[src/rtl/mixdown_i2s_tx_if.sv]
// Mixer-to-I2S sample handshake: unsigned mixed-down word with valid/ready.
interface mixdown_i2s_tx_if #(
    parameter int IN_W = 11
);
    logic [IN_W-1:0] mix_in;
    logic            mix_valid;
    logic            mix_ready;

    modport master (output mix_in, output mix_valid, input mix_ready);
    modport slave  (input mix_in, input mix_valid, output mix_ready);
endinterface

[src/rtl/mixdown_i2s_tx.sv]
// Mono mixer output to I2S DAC: DC-offset removal, gain, one-entry buffer, BCLK/LRCK generation.
// Define MIXDOWN_SAT_EN to clamp the scaled word instead of letting it wrap.
module mixdown_i2s_tx #(
    parameter int IN_W       = 11,
    parameter int OUT_W      = 16,
    parameter int GAIN_SHIFT = 5,
    parameter int BCLK_HALF  = 16
) (
    input  logic            CLOCK_50,
    input  logic            resetn,
    mixdown_i2s_tx_if.slave mix,
    output logic            AUD_BCLK,
    output logic            AUD_DACLRCK,
    output logic            AUD_DACDAT,
    output logic            frame_start,
    output logic            underrun
);
    localparam int SLOTS  = 2 * OUT_W;
    localparam int HC_W   = $clog2(BCLK_HALF);
    localparam int SLOT_W = $clog2(SLOTS);
    localparam int WIDE_W = (IN_W + 1 + GAIN_SHIFT > OUT_W + 1) ? IN_W + 1 + GAIN_SHIFT : OUT_W + 1;
    localparam logic [HC_W-1:0]   HC_LAST   = HC_W'(BCLK_HALF - 1);
    localparam logic [SLOT_W-1:0] SLOT_LAST = SLOT_W'(SLOTS - 1);
    localparam logic [SLOT_W-1:0] SLOT_R    = SLOT_W'(OUT_W);

`ifdef MIXDOWN_SAT_EN
    localparam logic signed [WIDE_W-1:0] SAT_MAX = {{(WIDE_W-OUT_W+1){1'b0}}, {(OUT_W-1){1'b1}}};
    localparam logic signed [WIDE_W-1:0] SAT_MIN = {{(WIDE_W-OUT_W+1){1'b1}}, {(OUT_W-1){1'b0}}};

    function automatic logic signed [OUT_W-1:0] fit_word(input logic signed [WIDE_W-1:0] x);
        if (x > SAT_MAX)
            fit_word = OUT_W'(SAT_MAX);
        else if (x < SAT_MIN)
            fit_word = OUT_W'(SAT_MIN);
        else
            fit_word = OUT_W'(x);
    endfunction
`else
    function automatic logic signed [OUT_W-1:0] fit_word(input logic signed [WIDE_W-1:0] x);
        fit_word = OUT_W'(x);
    endfunction
`endif

    function automatic logic signed [OUT_W-1:0] to_word(input logic [IN_W-1:0] sample);
        logic signed [IN_W:0]     centred;
        logic signed [WIDE_W-1:0] scaled;
        centred = $signed({1'b0, sample}) - $signed({2'b01, {(IN_W-1){1'b0}}});
        scaled  = WIDE_W'(centred) <<< GAIN_SHIFT;
        to_word = fit_word(scaled);
    endfunction

    typedef enum logic {IDLE, RUN} state_t;
    state_t state_q, state_d;

    // holding-buffer stage
    logic signed [OUT_W-1:0] buf_word_p0;
    logic                    vld_p0;

    // serializer stage
    logic signed [OUT_W-1:0] shift_p1;
    logic signed [OUT_W-1:0] last_word_p1;
    logic [HC_W-1:0]         half_cnt_q;
    logic [SLOT_W-1:0]       slot_q;
    logic [SLOT_W-1:0]       slot_nx;
    logic                    bclk_q;
    logic                    lrck_q;
    logic                    dat_q;

    logic xfer;
    logic tick;
    logic fall;
    logic fs;

    assign mix.mix_ready = ~vld_p0;
    assign xfer          = mix.mix_valid & ~vld_p0;
    assign AUD_BCLK      = bclk_q;
    assign AUD_DACLRCK   = lrck_q;
    assign AUD_DACDAT    = dat_q;

    always_ff @(posedge CLOCK_50 or negedge resetn) begin
        if (!resetn)
            state_q <= IDLE;
        else
            state_q <= state_d;
    end

    always_comb begin
        state_d = state_q;
        tick    = 1'b0;
        fall    = 1'b0;
        fs      = 1'b0;
        case (state_q)
            IDLE: if (xfer) state_d = RUN;
            RUN: begin
                tick = (half_cnt_q == HC_LAST);
                fall = tick & bclk_q;
                fs   = (half_cnt_q == '0) & ~bclk_q & (slot_q == '0);
            end
            default: state_d = IDLE;
        endcase
        slot_nx     = (slot_q == SLOT_LAST) ? '0 : slot_q + 1'b1;
        frame_start = fs;
        underrun    = fs & ~vld_p0;
    end

    // Each BCLK fall emits the MSB of a rotating copy of the word, so the slot
    // after every LRCK change naturally carries the previous channel's LSB.
    always_ff @(posedge CLOCK_50 or negedge resetn) begin
        if (!resetn) begin
            vld_p0       <= 1'b0;
            last_word_p1 <= '0;
            half_cnt_q   <= '0;
            bclk_q       <= 1'b0;
            slot_q       <= '0;
            lrck_q       <= 1'b0;
            dat_q        <= 1'b0;
        end else begin
            if (xfer)
                vld_p0 <= 1'b1;
            else if (fs)
                vld_p0 <= 1'b0;
            if (fs && vld_p0)
                last_word_p1 <= buf_word_p0;
            if (state_q == RUN) begin
                half_cnt_q <= tick ? '0 : half_cnt_q + 1'b1;
                if (tick)
                    bclk_q <= ~bclk_q;
                if (fall) begin
                    slot_q <= slot_nx;
                    lrck_q <= (slot_nx >= SLOT_R);
                    dat_q  <= shift_p1[OUT_W-1];
                end
            end
        end
    end

    always_ff @(posedge CLOCK_50) begin
        if (xfer)
            buf_word_p0 <= to_word(mix.mix_in);
        if (fs)
            shift_p1 <= vld_p0 ? buf_word_p0 : last_word_p1;
        else if (fall)
            shift_p1 <= {shift_p1[OUT_W-2:0], shift_p1[OUT_W-1]};
    end
endmodule

[src/flat_wrapper.sv]
// flat-port wrapper written by rule: the top's interface ports become plain ports
module mixdown_i2s_tx_flat 
#(
    parameter int IN_W       = 11,
    parameter int OUT_W      = 16,
    parameter int GAIN_SHIFT = 5,
    parameter int BCLK_HALF  = 16
)
  (CLOCK_50, resetn, AUD_BCLK, AUD_DACLRCK, AUD_DACDAT, frame_start, underrun, mix_mix_in, mix_mix_valid, mix_mix_ready);
  mixdown_i2s_tx_if #(.IN_W(IN_W)) mix_i ();
  input  logic CLOCK_50;
  input  logic resetn;
  output logic AUD_BCLK;
  output logic AUD_DACLRCK;
  output logic AUD_DACDAT;
  output logic frame_start;
  output logic underrun;
  input wire logic [$bits(mix_i.mix_in)-1:0] mix_mix_in;
  input wire logic [$bits(mix_i.mix_valid)-1:0] mix_mix_valid;
  output wire logic [$bits(mix_i.mix_ready)-1:0] mix_mix_ready;
  assign mix_i.mix_in = mix_mix_in;
  assign mix_i.mix_valid = mix_mix_valid;
  assign mix_mix_ready = mix_i.mix_ready;
  mixdown_i2s_tx #(.IN_W(IN_W), .OUT_W(OUT_W), .GAIN_SHIFT(GAIN_SHIFT), .BCLK_HALF(BCLK_HALF)) u_core (.CLOCK_50(CLOCK_50), .resetn(resetn), .mix(mix_i), .AUD_BCLK(AUD_BCLK), .AUD_DACLRCK(AUD_DACLRCK), .AUD_DACDAT(AUD_DACDAT), .frame_start(frame_start), .underrun(underrun));
endmodule
[config.mk]
export PLATFORM = sky130hd
export DESIGN_NAME = mixdown_i2s_tx_flat
export DESIGN_NICKNAME = d
export VERILOG_FILES = /design/src/rtl/mixdown_i2s_tx_if.sv /design/src/rtl/mixdown_i2s_tx.sv /design/src/flat_wrapper.sv
export SDC_FILE = /design/constraint.sdc
export NUM_CORES = 1
export LEC_CHECK = 0
export ABC_AREA = 1
export CAP_MARGIN = 0
export CORE_MARGIN = 3
export CORE_UTILIZATION = 51
export DETAILED_ROUTE_END_ITERATION = 6
export PLACE_DENSITY = 0.72
export SYNTH_ARGS = -nofsm -noshare
export SYNTH_HDL_FRONTEND = slang
export SYNTH_SLANG_ARGS = --single-unit
[constraint.sdc]
create_clock -name CLOCK_50 -period 1.9 [get_ports CLOCK_50]
set_clock_uncertainty 0.15 [all_clocks]
set_input_delay 0.19 -clock CLOCK_50 [delete_from_list [all_inputs] [get_ports CLOCK_50]]
set_output_delay 0.19 -clock CLOCK_50 [all_outputs]
set_load 0.05 [all_outputs]
# Word-level counts from Yosys, hierarchy flattened
# Cells that the tools add are included.
# op_classes
addsub	3
magnitude_cmp	1
eq_ne	2
n_mux	12
n_bitwise	7
reduce_logical	7
# ops
op	count
2-to-1 mux 16 bit	3
subtractor 11 bit (second input constant)	1
2-to-1 mux 1 bit	7
adder 5 x 1 -> 5 bit (second input constant)	1
AND 1 bit	5
equality test 5 bit (second input constant)	1
>= comparator 5 bit (second input constant)	1
zero test 5 bit	1
2-to-1 mux 5 bit	1
adder 4 x 1 -> 4 bit (second input constant)	1
equality test 4 bit (second input constant)	1
zero test 4 bit	1
2-to-1 mux 4 bit	1
AND reduction 2 bit	2
nonzero test 2 bit	2
inverter 1 bit	2
logical AND 1 bit	1
# totals
ff_bits	52
in_bits	14
word_cells	42

# Logic depth before layout (Yosys ltp)
# Gate-level depths: netlist of run 1.
# logic_depth
depth_word	6
ltp_mapped	9

# Worst setup path after synthesis of run 1
# OpenSTA, ideal clock, no wires.
# synth_path
path_kind	register to output
startpoint	register u_core.bclk_q (netlist: u_core.AUD_BCLK)
endpoint	output port underrun
t_arrival_ns	1.776
path_slack_ns	-0.216
path_stages_with_launch	7
n_path_buf	1
cell_sequence	dfrtp_1 inv_1 nand2_1 nor2_2 nand3_2 buf_2 nor2_1
# synth_between
elab_chain_cells	5
# synth_lines
item	line_no	rtl
from (decl)	mixdown_i2s_tx.sv:65	logic bclk_q;
from (signal assigned)	mixdown_i2s_tx.sv:127	bclk_q <= ~bclk_q;
inverter 1 bit	mixdown_i2s_tx.sv:97	fs = (half_cnt_q == '0) & ~bclk_q & (slot_q == '0);
AND 1 bit (2 in a row)	mixdown_i2s_tx.sv:97	
2-to-1 mux 1 bit	mixdown_i2s_tx.sv:92	case (state_q)
AND 1 bit	mixdown_i2s_tx.sv:103	underrun = fs & ~vld_p0;
to (decl)	flat_wrapper.sv:17	output logic underrun;
# No other way between the ends.

# Worst setup path in the final report of run 1
# layout_path
startpoint	register u_core.slot_q[0]
endpoint	output port underrun
# layout_between
elab_chain_cells	4
# layout_lines
item	line_no	rtl
from (decl)	mixdown_i2s_tx.sv:63	logic [SLOT_W-1:0] slot_q;
from (signal assigned)	mixdown_i2s_tx.sv:129	slot_q <= slot_nx;
zero test 5 bit	mixdown_i2s_tx.sv:97	
AND 1 bit	mixdown_i2s_tx.sv:97	
2-to-1 mux 1 bit	mixdown_i2s_tx.sv:92	
AND 1 bit	mixdown_i2s_tx.sv:103	
# No other way between the ends.

==> flow_summary.json, run 1 <==
{
  "status": "finished, final reports clean",
  "syn_inst": 224,
  "r2r_start": "u_core.slot_q[0]",
  "slowest_delay_ns": 0.39,
  "max_freq_mhz": 537,
  "die_w_um": 73.0,
  "setup_viol": 0,
  "first_pass_iters": 4,
  "arrival_ns": 1.52,
  "dieArea_mm2": 0.00533,
  "grt_overflow": 0,
  "p_comb_share_pct": 35.1,
  "clk_path_buf_depth": 2,
  "drtAntennaViolNets": 0,
  "ys.flop_type": "edfxtp_1",
  "dp_hpwl_mm": 2.81,
  "start_util_pct": 54.8,
  "path_class": "flop to output pin",
  "wl_per_cell_um": 12.9,
  "swShare_pct": 33.8,
  "finalMaxSlewViolations": 0,
  "crit_path_end_kind": "output pin",
  "cts-htree-levels": 2,
  "tightest_slew_ns": 0.486,
  "seq_area_frac_synth_pct": 61.7,
  "synth_edf_count": 27,
  "die_y_um": 73.0,
  "cts_sinks": 51,
  "layout-drive-gt1-share_pct": 24.3,
  "io_buffers": 19,
  "p_seq_share_pct": 44.6,
  "maxCapViolations": 0,
  "drc_errors": 0,
  "grt_setup_unrepaired": "true",
  "dpl-instance-area_mm2": 0.00264,
  "power.internal_uw": 2450,
  "root_buffer": "clkbuf_8",
  "p_sw_uw": 1250,
  "hp-class": "primary input to asynchronous set/reset pin",
  "synthesis.area_per_instance_um2": 10.2,
  "drt_iter0_markers": 124,
  "rows": 23,
  "netlist_area_mm2": 0.00229,
  "track_usage_pct": 17.1,
  "hold_viol": 0,
  "finalNonFillerCells": 313,
  "peakVddDrop_v": 0.000639,
  "finalNetCount": 281,
  "power.total_uw": 3690,
  "grt_max_degree": 25,
  "worst_path_max_delay_cell": "dfrtp_1",
  "grt_pass1_wl_mm": 6.90,
  "cts_inserted_buffers": 5,
  "synth_seq_cells": 51,
  "min_period_over_period_pct": 98.0,
  "core_mm2": 0.00417,
  "leakagePower_uw": 0.00124,
  "r2r_end": "u_core.shift_p1[8]",
  "yosysWarnings": 0,
  "slew_headroom_pct": 67.5,
  "ys_async_sr_fraction_pct": 47.1,
  "critical_path_depth": 7,
  "io_pins": 20,
  "postLayoutCellArea_mm2": 0.00285,
  "diodes": 0,
  "placed_cells": 297,
  "p_per_area_mw_per_mm2": 1290,
  "reg2regPathDepth": 8,
  "yosysUniqueCellTypes": 24,
  "antenna_found_initial": 0,
  "worstPathCellList": "inv_2 -> ha_4 -> nand2_4 -> nor2_8 -> nand3_4 -> nor2_4 -> buf_12",
  "holdWs_ns": 0.0910,
  "cp_num_buf_inv": 2,
  "critPathLaunchType": "flop",
  "path_max_fanout": 4,
  "critPathCapture": "underrun",
  "synth_nets": 243,
  "clockPowerShare_pct": 20.4,
  "num_vias": 1604,
  "startpoint": "u_core.slot_q[0]",
  "wl_mm": 4.03,
  "cts.clk_slew.worst_paths_ns": 0.09,
  "critical_path.top_delay_family": "simple AND/OR/NAND/NOR gates",
  "syn2layout_area_growth_pct": 24.7,
  "grt_pass1_vias": 1481,
  "cts_tree": "yes",
  "clock_latency_ns": 0.31,
  "crit_required_ns": 1.56,
  "regToRegSetupSlack_ns": 0.11,
  "routed_via_density": 5.12,
  "postLayoutCoreUtil_pct": 68.4,
  "finalCriticalPeriod_ns": 1.86,
  "gp_congestion": 0.759
}
==> synth_stat cells (all sizes together), types with 3 or more instances <==
| cell | n | area share (%) |
|---|---|---|
| inv | 21 | 3.4 |
| buf | 7 | 2.5 |
| edfxtp | 27 | 35 |
| or2 | 12 | 3.3 |
| nand4 | 3 | 0.82 |
| dfrtp | 24 | 26 |
| o21ai | 28 | 6.1 |
| nand2 | 57 | 9.8 |
| nor2 | 20 | 4.6 |
| ha | 5 | 2.7 |
| nand3 | 17 | 4.2 |
==> through the flow <==
| stage | setup TNS [ns] | worst slack [ns] |
|---|---|---|
| final | 0 | 0.0377 |
| after global routing | -0.0370 | -0.0345 |
| after CTS | -0.00156 | -0.00156 |
| after detailed placement | 0 | 0.0406 |
| after global placement | 0 | 0.0761 |
| after floorplan | 0 | 0.00728 |
==> state kept, by name (all words and copies together), names as in the netlist <==
name	count
u_core.shift_p1	16
u_core.buf_word_p0	11
u_core.last_word_p1	11
u_core.half_cnt_q	4
u_core.slot_q	4
u_core.AUD_BCLK	1
u_core.AUD_DACDAT	1
u_core.AUD_DACLRCK	1
u_core.state_q	1
u_core.vld_p0	1
==> worst min-delay path by stage <==
stage | start | endpoint | slack, ns | depth (start not counted)
after CTS | resetn | u_core.last_word_p1[15] | 0.09 | 2
after global routing | resetn | u_core.last_word_p1[11] | 0.11 | 2
final | resetn | u_core.state_q | 0.09 | 2
after global placement | u_core.last_word_p1[15] | u_core.last_word_p1[15] | 0.29 | 2
after floorplan | resetn | u_core.AUD_BCLK | -0.26 | 0
after detailed placement | u_core.last_word_p1[5] | u_core.last_word_p1[5] | 0.30 | 2
==> power by group through the flow <==
stage               combinational [uW]  clock (uW)  sequential, uW
global placement                  1060           0            1660
global route                      1460         813            1680
CTS                               1220         768            1640
finish                            1300         752            1650
floorplan                          720           0            1700
detailed placement                1100           0            1670
==> metal layers <==
layer | up-vias | global-route usage, % | part of all wire (%)
li1 | 810 | - | -
met1 | 758 | 23.9 | 49
met2 | 29 | 25.6 | 46
met3 | 7 | 4.55 | 3.6
met4 | 0 | 6.56 | 1.5
met5 | - | 0 | 0
==> cell type report <==
class | instances | area, um2
tap | 50 | 62.6
clock inverter | 3 | 43.8
inverter | 21 | 78.8
clock buffer | 5 | 68.8
multi-input combinational | 144 | 786
timing repair buffer | 39 | 403
fill | 294 | 1320
sequential | 51 | 1410
==> cells by family (layout without fill, tap and decap cells) <==
logic type / Yosys count / in the layout / share of synthesized area, %
AND/OR/NAND/NOR: 110 / 110 / 23.0
flip-flops: 51 / 51 / 61.7
buffers and inverters: 29 / 68 / 6.07
AO/OA/AOI/OAI: 28 / 28 / 6.12
adder cells (fa/ha/maj): 5 / 5 / 2.73
XOR/XNOR: 1 / 1 / 0.383
==> cells in the final DEF (no fill, tap or decap) <==
| cell type | n |
|---|---|
| nand2_1 | 54 |
| edfxtp_1 | 27 |
| o21ai_0 | 25 |
| dfrtp_1 | 24 |
| buf_4 | 19 |
| inv_1 | 15 |
| nand3_1 | 15 |
| nor2_1 | 14 |
| clkdlybuf4s50_1 | 14 |
| or2_2 | 12 |
| inv_2 | 6 |
| buf_12 | 6 |
| clkbuf_8 | 5 |
| nor2_4 | 3 |
| o21ai_1 | 3 |
| nand4_1 | 3 |
| ha_1 | 3 |
| nor2_2 | 2 |
| nand2_2 | 2 |
| ha_4 | 2 |
| nand2_4 | 1 |
| nor2_8 | 1 |
| nand3_2 | 1 |
| nand3_4 | 1 |
| nand3b_1 | 1 |
| xor2_1 | 1 |
| clkinv_2 | 1 |
| clkinv_4 | 1 |
| bufinv_16 | 1 |
==> timing repair <==
item | in CTS | in global routing
pin swaps | 6 | 3
hold buffers | 0 | 0
setup buffers | 5 | 3
setup endpoints to repair | 2 | 2
gates resized for setup | 8 | 3
Power figures use the tool's default switching activity.
==> run 2, diff against run 1 <==
--- a/config.mk
+++ b/config.mk
@@ -14,3 +14,4 @@
 export SYNTH_ARGS = -nofsm -noshare
 export SYNTH_HDL_FRONTEND = slang
 export SYNTH_SLANG_ARGS = --single-unit
+export TNS_END_PERCENT = 20
==> results of run 2 <==
No change in the layout: final DEF, timing and power equal those of run 1.
==> run 3, diff against run 2 <==
--- a/config.mk
+++ b/config.mk
@@ -7,7 +7,7 @@
 export LEC_CHECK = 0
 export ABC_AREA = 1
 export CAP_MARGIN = 0
-export CORE_MARGIN = 3
+export CORE_MARGIN = 2
 export CORE_UTILIZATION = 51
 export DETAILED_ROUTE_END_ITERATION = 6
 export PLACE_DENSITY = 0.72
==> flow_summary.json, run 3 (synthesis gave the netlist of run 1 again) <==
{
  "seq_area_mm2": 0.00141,
  "dp_hpwl_mm": 2.74,
  "slew_headroom_pct": 67.6,
  "max_freq_mhz": 537,
  "clk_path_buf_depth": 2,
  "num_vias": 1574,
  "first_pass_iters": 4,
  "dieArea_mm2": 0.00504,
  "maxCapViolations": 0,
  "start_util_pct": 52.9,
  "diodes": 0,
  "path_class": "flop to output pin",
  "reg_top3": "u_core.shift_p1: 16 flops, u_core.buf_word_p0: 11 flops, u_core.last_word_p1: 11 flops",
  "regToRegSetupSlack_ns": 0.12,
  "grt_pass1_vias": 1463,
  "wl_met1_mm": 1.89,
  "finalNonFillerCells": 313,
  "min_period_over_period_pct": 98.0,
  "syn2layout_area_growth_pct": 23.2,
  "slowest_delay_ns": 0.40,
  "grt_pass1_wl_mm": 6.65,
  "die_w_um": 71.0,
  "core_mm2": 0.00432,
  "layout_commonest_cell": "nand2_1",
  "wl_mm": 4.04,
  "holdBufCountCts": 0,
  "mostFrequentLayoutCells": "nand2_1, edfxtp_1, o21ai_0",
  "setup_slack_ns": 0.0378,
  "finalCriticalPeriod_ns": 1.86,
  "root_buffer": "clkbuf_8",
  "place_ws_ns": 0.00933,
  "status": "finished, final reports clean",
  "p_per_area_mw_per_mm2": 1300,
  "dpl-instance-area_mm2": 0.00261,
  "postLayoutCellArea_mm2": 0.00282,
  "hold_viol": 0,
  "wl_met3_um": 142,
  "cts_inserted_buffers": 5,
  "cts.clk_slew.worst_paths_ns": 0.10,
  "io_buffers": 19,
  "finalMaxSlewViolations": 0,
  "clock_latency_ns": 0.31,
  "drtAntennaViolNets": 0,
  "cp_common_cell": "inv_2",
  "leakagePower_uw": 0.00123,
  "gp_congestion": 0.862,
  "drc_errors": 0,
  "crit_path_end_kind": "output pin",
  "worstPathCellList": "inv_2 -> ha_4 -> nand2_4 -> nor2_8 -> inv_2 -> nor2_4 -> buf_12",
  "setup_viol": 0,
  "cts_sinks": 51,
  "path_max_fanout": 3,
  "crit_required_ns": 1.56,
  "reg2regPathDepth": 10,
  "arrival_ns": 1.52,
  "multi_input_area_um2": 778,
  "cts_tree": "yes",
  "top_register": "u_core.shift_p1",
  "r2r_start": "u_core.slot_q[0]",
  "track_usage_pct": 17.6,
  "io_pins": 20,
  "wl_per_cell_um": 12.9,
  "postLayoutCoreUtil_pct": 65.2,
  "grt_overflow": 0,
  "holdWs_ns": 0.0886,
  "topRoutingLayerUsed": "met4",
  "finalNetCount": 279,
  "rows": 24,
  "grt_setup_unrepaired": "true",
  "placed_cells": 298,
  "layout-drive-gt1-share_pct": 23.4,
  "cts-htree-levels": 2,
  "drt_iter0_markers": 161,
  "peakVddDrop_v": 0.000765,
  "tightest_slew_ns": 0.485,
  "r2r_end": "u_core.last_word_p1[7]",
  "grt_max_degree": 25,
  "hp-class": "primary input to asynchronous set/reset pin",
  "num-fill-cells": 337,
  "antenna_found_initial": 0,
  "die_y_um": 71.0,
  "worst_path_max_delay_cell": "dfrtp_1",
  "routed_via_density": 5.03,
  "critPathLaunchType": "flop",
  "dr_wl_met2_mm": 1.94,
  "largest_reg_flops": 16
}
## run 3: cell count changes in the layout (fill, tap and decap cells not counted), moves of 2 or more
cell	before	now
inv_2	6	4
buf_6	0	2
buf_4	19	17
buf_12	6	4
inv_1	15	17
## run 3: worst max-delay path, delay by kind of cell, from the launching register on
family / cells / cell delay [ns]
fa+ha+maj: 1 / 0.14
buf+inv: 3 / 0.29
flops: 1 / 0.40
simple gates: 3 / 0.36
## run 3: worst max path at each step
| stage | cells past startpoint | from | slack, ns | end |
|---|---|---|---|---|
| after floorplan | 6 | u_core.AUD_BCLK | 0.007 | underrun |
| after global placement | 8 | u_core.slot_q[0] | 0.07 | u_core.shift_p1[14] |
| after detailed placement | 8 | u_core.slot_q[0] | 0.009 | u_core.shift_p1[14] |
| after CTS | 7 | u_core.half_cnt_q[1] | 0.004 | underrun |
| after global routing | 7 | u_core.slot_q[0] | -0.04 | frame_start |
| final | 7 | u_core.slot_q[0] | 0.04 | frame_start |
## run 3: power breakdown
part / internal, uW / total [uW] / switching [uW]
clock network: 399 / 768 / 369
logic: 545 / 1270 / 720
registers: 1470 / 1630 / 159
total: 2420 / 3660 / 1250
## run 3: final cells by class
class / count / area share (%)
multi-input cells: 144 / 27.6
flip-flops and latches: 51 / 50.0
repair buffers: 37 / 13.1
well taps: 52 / 2.31
clock buffers: 5 / 2.44
clock inverters: 3 / 1.69
inverters: 21 / 2.80
## run 3: metal layers
layer / vias to the layer above / track usage [%]
met5: - / 0
met4: 0 / 7.76
met3: 5 / 3.42
met2: 30 / 28.3
met1: 734 / 23.3
li1: 805 / -
## run 3: stage by stage
step / total power (uW) / setup TNS (ns)
after global placement: 2700 / 0
final: 3660 / 0
after CTS: 3570 / 0
after floorplan: 2420 / 0
after detailed placement: 2740 / 0
after global routing: 3900 / -0.0937
## run 3: repair_timing
action / CTS / global route
resized for setup: 3 / 8
setup buffers: 4 / 3
endpoints found under the setup margin: 2 / 34
pin swaps: 2 / 3
